<file path="src/rtl/enthdr_ccc_tgt.sv">
// I3C target-side ENTHDRx detector: matches the broadcast write header, ACKs it,
// then decodes the following CCC byte and T-bit against the supported HDR mode mask.
module enthdr_ccc_tgt #(
    parameter logic [6:0] BCAST_ADDR = 7'h7E,
    parameter logic [7:0] CCC_BASE   = 8'h20,
    parameter logic [7:0] MODE_MASK  = 8'h01,
    parameter bit         ACK_EN     = 1'b1
) (
    input  logic       i_sys_clk,
    input  logic       i_sys_rst,
    input  logic       i_engine_en,
    input  logic       i_sda,
    input  logic       i_scl,
    input  logic       i_scl_pos_edge,
    input  logic       i_scl_neg_edge,
    output logic       o_sdahnd_sda,
    output logic       o_sda_oe,
    output logic       o_pp_od,
    output logic       o_engine_done,
    output logic [2:0] o_hdr_mode,
    output logic       o_parity_err,
    output logic       o_unsup_err,
    output logic       o_busy
);

    localparam logic [2:0] ST_IDLE   = 3'd0;
    localparam logic [2:0] ST_ADDR   = 3'd1;
    localparam logic [2:0] ST_ACK    = 3'd2;
    localparam logic [2:0] ST_CCC    = 3'd3;
    localparam logic [2:0] ST_PARITY = 3'd4;

    logic [2:0] state, state_n;
    logic [2:0] cnt, cnt_n;
    logic [7:0] shreg, shreg_n;
    logic [1:0] ack_ph, ack_ph_n;
    logic       sda_q, scl_q;
    logic       oe_n, done_n, perr_n, uerr_n;
    logic [2:0] mode_n;
    logic       start_c, stop_c;
    logic [7:0] byte_in;

    assign start_c      = scl_q & i_scl & sda_q & ~i_sda;
    assign stop_c       = scl_q & i_scl & ~sda_q & i_sda;
    assign byte_in      = {shreg[6:0], i_sda};
    assign o_sdahnd_sda = 1'b0;

    always_comb begin
        state_n  = state;
        cnt_n    = cnt;
        shreg_n  = shreg;
        ack_ph_n = ack_ph;
        oe_n     = o_sda_oe;
        done_n   = 1'b0;
        perr_n   = 1'b0;
        uerr_n   = 1'b0;
        mode_n   = o_hdr_mode;
        if (!i_engine_en) begin
            state_n  = ST_IDLE;
            cnt_n    = '0;
            ack_ph_n = '0;
            oe_n     = 1'b0;
        end else if (start_c) begin
            state_n  = ST_ADDR;
            cnt_n    = '0;
            ack_ph_n = '0;
            oe_n     = 1'b0;
        end else if (stop_c) begin
            state_n  = ST_IDLE;
            cnt_n    = '0;
            ack_ph_n = '0;
            oe_n     = 1'b0;
        end else begin
            case (state)
                ST_IDLE: ;
                ST_ADDR: if (i_scl_pos_edge) begin
                    shreg_n = byte_in;
                    cnt_n   = cnt + 3'd1;
                    if (cnt == 3'd7) begin
                        ack_ph_n = '0;
                        state_n  = (byte_in == {BCAST_ADDR, 1'b0}) ? ST_ACK : ST_IDLE;
                    end
                end
                // ack_ph: 0 = before ACK clock low, 1 = awaiting ACK sample, 2 = awaiting ACK clock fall
                ST_ACK: case (ack_ph)
                    2'd0: if (i_scl_neg_edge) begin
                        oe_n     = ACK_EN;
                        ack_ph_n = 2'd1;
                    end
                    2'd1: if (i_scl_pos_edge) begin
                        if (!ACK_EN && i_sda) state_n = ST_IDLE;
                        else                  ack_ph_n = 2'd2;
                    end
                    default: if (i_scl_neg_edge) begin
                        oe_n     = 1'b0;
                        cnt_n    = '0;
                        ack_ph_n = '0;
                        state_n  = ST_CCC;
                    end
                endcase
                ST_CCC: if (i_scl_pos_edge) begin
                    shreg_n = byte_in;
                    cnt_n   = cnt + 3'd1;
                    if (cnt == 3'd7) state_n = ST_PARITY;
                end
                ST_PARITY: if (i_scl_pos_edge) begin
                    state_n = ST_IDLE;
                    if (shreg[7:3] == CCC_BASE[7:3]) begin
                        if (i_sda != ~^shreg)            perr_n = 1'b1;
                        else if (!MODE_MASK[shreg[2:0]]) uerr_n = 1'b1;
                        else begin
                            done_n = 1'b1;
                            mode_n = shreg[2:0];
                        end
                    end
                end
                default: state_n = ST_IDLE;
            endcase
        end
    end

    always_ff @(posedge i_sys_clk or negedge i_sys_rst) begin
        if (!i_sys_rst) begin
            state         <= ST_IDLE;
            cnt           <= '0;
            shreg         <= '0;
            ack_ph        <= '0;
            sda_q         <= 1'b1;
            scl_q         <= 1'b1;
            o_sda_oe      <= 1'b0;
            o_pp_od       <= 1'b1;
            o_engine_done <= 1'b0;
            o_parity_err  <= 1'b0;
            o_unsup_err   <= 1'b0;
            o_hdr_mode    <= '0;
            o_busy        <= 1'b0;
        end else begin
            state         <= state_n;
            cnt           <= cnt_n;
            shreg         <= shreg_n;
            ack_ph        <= ack_ph_n;
            sda_q         <= i_sda;
            scl_q         <= i_scl;
            o_sda_oe      <= oe_n;
            o_pp_od       <= ~oe_n;
            o_engine_done <= done_n;
            o_parity_err  <= perr_n;
            o_unsup_err   <= uerr_n;
            o_hdr_mode    <= mode_n;
            o_busy        <= (state != ST_IDLE);
        end
    end

endmodule

</file>
<file path="config.mk">
export PLATFORM = sky130hd
export DESIGN_NAME = enthdr_ccc_tgt
export DESIGN_NICKNAME = d
export VERILOG_FILES = /design/src/rtl/enthdr_ccc_tgt.sv
export SDC_FILE = /design/constraint.sdc
export NUM_CORES = 1
export LEC_CHECK = 0
export CAP_MARGIN = 15
export CORE_ASPECT_RATIO = 1.5
export CORE_UTILIZATION = 54
export CTS_CLUSTER_DIAMETER = 50
export CTS_CLUSTER_SIZE = 12
export DETAILED_ROUTE_END_ITERATION = 8
export GPL_ROUTABILITY_DRIVEN = 0
export PLACE_DENSITY_LB_ADDON = 0.08
export SLEW_MARGIN = 10
export SYNTH_ARGS = -nofsm -noshare
export SYNTH_HDL_FRONTEND = slang
export SYNTH_SLANG_ARGS = --single-unit
</file>
<file path="constraint.sdc">
create_clock -name i_sys_clk -period 2.4 [get_ports i_sys_clk]
set_input_delay 0.36 -clock i_sys_clk [delete_from_list [all_inputs] [get_ports i_sys_clk]]
set_output_delay 0.36 -clock i_sys_clk [all_outputs]
set_load 0.005 [all_outputs]
</file>
==> metrics.yaml, run 1 <==
clock_network:
  cts_resized: 0
  clk_path_buf_depth: 2
  path_clk_slew_ps: 140
  ctsHoldBuffers: 0
  cts_tree: "done"
  cts.sinks: 27
  cts_root_buffer: "clkbuf_4"
  cts_max_level: 1
  clk_latency_ps: 320
  cts_buffers: 3
  post_cts_buffers: 0
placement:
  port_buffers: 15
  dp_hpwl_um: 1700
  placed_cell_area_um2: 1520
timing:
  hold_violations: 0
  post-route-period-util_pct: 83.8
  fin_crit_ps: 2010
  rsz0062_at_grt: "no"
  finalSetupTns_ps: 0
  clock.fmax_mhz: 497
  setup_violations: 0
  drv_slew: 0
  skew_ps: 12.1
synthesis:
  syn_avg_cell_area_um2: 9.88
  synth_xor_xnor_area_share_pct: 5.73
  synthAdderAreaFrac_pct: 2.77
  synth-seq-cells: 27
  netlist_area_um2: 1350
  syn-instance-count: 137
  ys_types: 41
  synth_top_area_share_pct: 44.4
  yosysSeqAreaShare_pct: 50.2
  async_flop_share_pct: 100
  syn_nets: 147
  synth_top_family_by_area: "simple AND/OR/NAND/NOR gates"
  synth_compound_area_share_pct: 10.9
  synth_edf_count: 0
  synth_mux_area_share_pct: 3.70
  synthSimpleGateAreaFrac_pct: 22.4
  synth_top_cells_by_area: "dfrtp_1 (44%), nand2_1 (6.7%), dfstp_2 (5.8%)"
  ys.flop_type: "dfrtp_1"
  synth_top_cell_by_area: "dfrtp_1"
  yosys_warnings: 0
critical_path:
  path_max_fanout: 4
  worstPathArrival_ps: 2230
  crit_required_ps: 2610
  cp_num_buf_inv: 1
  crit_path_cell_trace: "inv_1, ha_1, xor2_1, xnor2_1, xnor2_1, and3_1, mux2_4"
  cpMaxStageDelayCell: "dfrtp_1"
  worstSetupPathType: "reg -> reg"
  max_stage_delay_ps: 430
  critPathTopFamily: "XOR/XNOR gates"
  crit_top_cell: "xnor2_1"
  cp-end-kind: "register"
  r2r_slack_ps: 390
  start_kind: "register"
routing:
  wl_per_cell_um: 13.1
  drc: 0
  drt_wl_total_um: 2310
  first_pass_iters: 4
  vias_per_cell: 5.62
  drtAntennaViolNets: 0
  vias: 989
  drt_iter0_markers: 15
floorplan:
  ioPinCount: 17
  die_w_um: 42.9
  die_h_um: 63.3
  initial_utilization_pct: 58.5
  num_rows: 21
  core_area_um2: 2310
  die_area_um2: 2720
outcome:
  status: "completed"
grt:
  grt_usage_pct: 19.2
  grt.overflow.total: 0
  antenna_found_initial: 0
  grt_pass1_wl_um: 4040
  grt_max_degree: 28
  grt_pass1_vias: 968
pwr:
  ir_worst_vdd_mv: 0.475
  power_density_nw_per_um2: 541
  p_leak_nw: 0.712
layout:
  nNetsFinal: 164
  synthToLayoutAreaGrowth_pct: 14.5
  seqCellArea_um2: 679
  layout_common_cells: "nand2_1 (24), dfrtp_1 (24), clkdlybuf4s50_1 (15)"
  diodes: 0
  drive_above_1_share_pct: 10.5
  multi_input_area_um2: 619
  nFillCells: 193
  design_area_um2: 1550
job:
  cap_violations: 0
min_path:
  hold_class: "in -> async"
==> cells by family (layout without fill, tap and decap cells) <==
logic type      after synthesis  count (layout)
compound gates               22              22
fa+ha+maj                     3               3
mux                           4               4
buf+inv                      11              27
simple gates                 61              61
xor+xnor                      8               8
other cells                   1               1
flops                        27              27
==> stage by stage <==
stage / setup slack, ps / hold slack (ps) / cells / utilization (%) / power (mW)
after global routing: 239 / 415 / 176 / 67.0 / 0.886
after global placement: 271 / 492 / 172 / 65.9 / 0.656
after detailed placement: 215 / 503 / 172 / 65.9 / 0.657
final: 389 / 393 / 176 / 67.0 / 0.838
after floorplan: 523 / 64.4 / 137 / - / 0.613
after CTS: 378 / 406 / 176 / 67.0 / 0.848
==> routing by layer <==
metal | wire, um | global-route usage (%) | vias to the layer above
met5 | 0 | 0 | -
met4 | 31 | 8.59 | 0
li1 | - | - | 502
met1 | 1050 | 24.0 | 469
met2 | 1160 | 32.6 | 14
met3 | 65 | 2.01 | 4
==> synth_stat cells, types with 2 or more instances <==
| library cell | number |
|---|---|
| nand2_1 | 24 |
| mux2i_1 | 2 |
| o221ai_1 | 2 |
| o21ai_0 | 4 |
| nand2b_1 | 3 |
| and2b_2 | 2 |
| xnor2_1 | 6 |
| nor2b_1 | 3 |
| dfstp_2 | 3 |
| inv_1 | 4 |
| a22o_1 | 2 |
| or3_1 | 3 |
| and3_1 | 2 |
| buf_2 | 2 |
| nand3_1 | 3 |
| a21oi_1 | 5 |
| mux2_4 | 2 |
| nand4b_1 | 2 |
| nor3_1 | 3 |
| dfrtp_1 | 24 |
| ha_1 | 3 |
| a31oi_1 | 2 |
| clkbuf_1 | 3 |
| nor2_1 | 11 |
==> final timing paths <==
| kind | from | endpoint | cells past startpoint |
|---|---|---|---|
| worst max-delay path | shreg[0] | o_hdr_mode[0] | 7 |
| worst min-delay path | i_sys_rst | state[0] | 2 |
| worst max register to register | shreg[0] | o_hdr_mode[0] | 7 |
| worst min register to register | cnt[0] | cnt[0] | 1 |
| max in group asynchronous | i_sys_rst | sda_q | 2 |
| min in group i_sys_clk | i_scl | scl_q | 1 |
==> power breakdown <==
group | internal [mW] | switching (mW) | total, mW
sequential | 0.478 | 0.0254 | 0.503
combinational | 0.0743 | 0.0700 | 0.144
clock | 0.0624 | 0.128 | 0.191
==> area by class of cell <==
class	instances	share of cell area [%]
sequential	27	43.8
multi-input combinational	99	40.0
timing repair buffer	19	11.6
tap	23	1.86
clock buffer	3	1.45
inverter	4	0.969
clock inverter	1	0.323
==> flip-flops by register name, indices dropped and copies added, names as in the netlist <==
signal,cells
scl_q,1
o_unsup_err,1
o_sda_oe,1
o_hdr_mode,3
o_parity_err,1
state,3
o_pp_od,1
o_engine_done,1
cnt,3
shreg,8
sda_q,1
ack_ph,2
o_busy,1
(Power assumes the default switching activity.)
==> run 2: changes to the inputs <==
--- a/config.mk
+++ b/config.mk
@@ -7,7 +7,7 @@
 export LEC_CHECK = 0
 export CAP_MARGIN = 15
 export CORE_ASPECT_RATIO = 1.5
-export CORE_UTILIZATION = 54
+export CORE_UTILIZATION = 48
 export CTS_CLUSTER_DIAMETER = 50
 export CTS_CLUSTER_SIZE = 12
 export DETAILED_ROUTE_END_ITERATION = 8
==> constraint.sdc (replaced) <==
create_clock -name i_sys_clk -period 1.7 [get_ports i_sys_clk]
set_input_delay 0.255 -clock i_sys_clk [delete_from_list [all_inputs] [get_ports i_sys_clk]]
set_output_delay 0.255 -clock i_sys_clk [all_outputs]
set_load 0.005 [all_outputs]
==> metrics.yaml, run 2 (synthesized netlist as in run 1, its figures left out) <==
critical_path:
  max_stage_delay_ps: 370  # -60 ps
  r2r-end: "o_hdr_mode[1]"
  regToRegStartpoint: "shreg[0]"
  cp-end-kind: "register"
  cpMaxStageDelayCell: "dfrtp_1"
  r2r_slack_ps: -130  # -520 ps
  crit_top_cell: "xnor2_1"
  worstRegToRegCells: 7  # unchanged
  crit_path_cell_trace: "inv_2, ha_4, xor2_1, xnor2_1, xnor2_1, and3_4, mux2_4"
  start_kind: "register"
  crit_required_ps: 1860  # -750 ps
  path_max_fanout: 3  # -1
  worstSetupPathType: "reg -> reg"
  worstPathArrival_ps: 1990  # -240 ps
clock_network:
  cts_root_buffer: "clkbuf_8"
  cts_tree: "done"
  cts_max_level: 1  # unchanged
  path_clk_slew_ps: 90  # -50 ps
  clk_latency_ps: 270  # -50 ps
  cts_buffers: 3  # unchanged
  cts.sinks: 27  # unchanged
  clk_path_buf_depth: 2  # unchanged
  ctsHoldBuffers: 0  # unchanged
min_path:
  hold_class: "in -> reg"
  holdCritStartpoint: "i_sda"
  hold_end: "sda_q"
  whs_path_depth: 2
pwr:
  power_density_nw_per_um2: 788  # +46%
  ir_worst_vdd_mv: 0.649  # +37%
  comb_power_share_pct: 26.7  # +9.5 points
  p_clk_share_pct: 25.1  # +2.3 points
  p_int_mw: 1.06  # +73%
  total_power_mw: 1.45  # +72%
  swShare_pct: 26.6  # -0.092 points
  power_frac_seq_pct: 48.2  # -12 points
  switchingPower_mw: 0.385  # +72%
  p_leak_nw: 0.857  # +20%
grt:
  grt.overflow.total: 0  # unchanged
  grt_usage_pct: 21.3  # +2.1 points
  antenna_found_initial: 0  # unchanged
  grt_max_degree: 28  # unchanged
  grt_pass1_vias: 1124  # +16%
  grt_pass1_wl_um: 4730  # +17%
layout:
  design_area_um2: 1840  # +18%
  largest_reg_flops: 8  # unchanged
  synthToLayoutAreaGrowth_pct: 35.6
  multi_input_area_um2: 663  # +7.1%
  diodes: 0  # unchanged
  final_util_pct: 68.6  # +1.5 points
  nNetsFinal: 189  # +15%
  layout_common_cells: "buf_4 (25), nand2_1 (24), dfrtp_1 (24)"
  seqCellArea_um2: 679  # unchanged
  finalNonFillerCells: 215  # +22%
  final_common_cell: "buf_4"
  largest-register: "shreg"
  drive_above_1_share_pct: 27.5  # +17 points
  nFillCells: 207  # +7.3%
floorplan:
  ioPinCount: 17  # unchanged
  die_w_um: 45.4  # +5.8%
  num_rows: 23  # +9.5%
  core_area_um2: 2680  # +16%
  initial_utilization_pct: 50.6  # -8.0 points
  die_area_um2: 3040  # +12%
  die_h_um: 67.0  # +5.9%
routing:
  drt_wl_total_um: 2900  # +26%
  first_pass_iters: 4  # unchanged
  wl_per_cell_um: 13.5  # +2.8%
  drc: 0  # unchanged
  drtAntennaViolNets: 0  # unchanged
  drt_iter0_markers: 21  # +6
  vias_per_cell: 5.23  # -6.9%
  vias: 1125  # +14%
timing:
  setup_violations: 3  # +3
  drv_slew: 0  # unchanged
  rsz0062_at_grt: "yes"
  hold_violations: 0  # unchanged
  clock.fmax_mhz: 547  # +10%
  fin_hold_ws_ps: 316  # -77.9 ps
  layout_setup_ws_ps: -128  # -517 ps
  post-route-period-util_pct: 108  # +24 points
  fin_crit_ps: 1830  # -183 ps
  skew_ps: 2.83  # -9.27 ps
  finalSetupTns_ps: -369  # -369 ps
outcome:
  failed_checks: "negative setup slack"
  status: "finished, violations left"
placement:
  placed_cell_area_um2: 1680  # +11%
  dpl_worst_slack_ps: -384  # -599 ps
  placed_cells: 205  # +19%
  dp_hpwl_um: 1990  # +17%
  port_buffers: 15  # unchanged
job:
  cap_violations: 0  # unchanged
## run 2: changes by cell type in the layout (fill, tap and decap cells not counted), moves of 2 or more
cell	previous run	this run
inv_1	4	2
clkbuf_4	3	0
inv_2	0	2
buf_4	4	25
buf_6	0	4
clkbuf_8	0	3
## run 2: layer usage
layer	vias up	wire (um)	GRT usage [%]
met5	-	0	0
met4	0	55	10.2
met3	6	46	2.71
met2	16	1550	35.9
met1	549	1240	26.1
li1	554	-	-
## run 2: how the worst max path moves through the flow
| stage | start | endpoint | slack [ps] | depth (start not counted) |
|---|---|---|---|---|
| after CTS | shreg[0] | o_hdr_mode[1] | -170 | 7 |
| after global placement | i_sda | o_hdr_mode[2] | -330 | 7 |
| after floorplan | shreg[0] | o_hdr_mode[0] | -140 | 8 |
| after detailed placement | i_sda | o_hdr_mode[2] | -380 | 7 |
| final | shreg[0] | o_hdr_mode[1] | -130 | 7 |
| after global routing | shreg[0] | o_hdr_mode[0] | -220 | 7 |
## run 2: final cells by class
class / count / area share (%)
Multi-Input combinational cell: 99 / 36.1
Sequential cell: 27 / 37.0
Tap cell: 37 / 2.52
Clock buffer: 3 / 2.25
Timing Repair Buffer: 44 / 21.0
Inverter: 4 / 0.818
Clock inverter: 1 / 0.273
## run 2: timing repair
action,4_1_cts,5_1_grt
endpoints found under the setup margin,4,17
gates resized for setup,4,13
cloned,0,1
pin swaps,4,4
buffers inserted,2,4
## run 2: power groups by stage
stage | sequential [mW] | clock, mW | combinational, mW
6_report | 0.697 | 0.363 | 0.387
3_5_place_dp | 0.707 | 0 | 0.289
4_1_cts | 0.694 | 0.377 | 0.341
5_1_grt | 0.701 | 0.403 | 0.419
2_1_floorplan | 0.711 | 0 | 0.155
3_3_place_gp | 0.706 | 0 | 0.283
## run 2: worst max-delay path: cells and delay by family (launching register included)
family	cells	cell delay (ps)
xor gates and xnor gates	3	500
adders and majority gates	1	260
buffers and inverters	1	60
DFF	1	370
muxes	1	300
and+or+nand+nor	1	250
==> run 3: changes to the inputs <==
--- a/config.mk
+++ b/config.mk
@@ -5,6 +5,7 @@
 export SDC_FILE = /design/constraint.sdc
 export NUM_CORES = 1
 export LEC_CHECK = 0
+export ABC_CLOCK_PERIOD_IN_PS = 1700
 export CAP_MARGIN = 15
 export CORE_ASPECT_RATIO = 1.5
 export CORE_UTILIZATION = 48
==> results of run 3 <==
No change in the layout: final DEF, timing and power equal those of run 2.
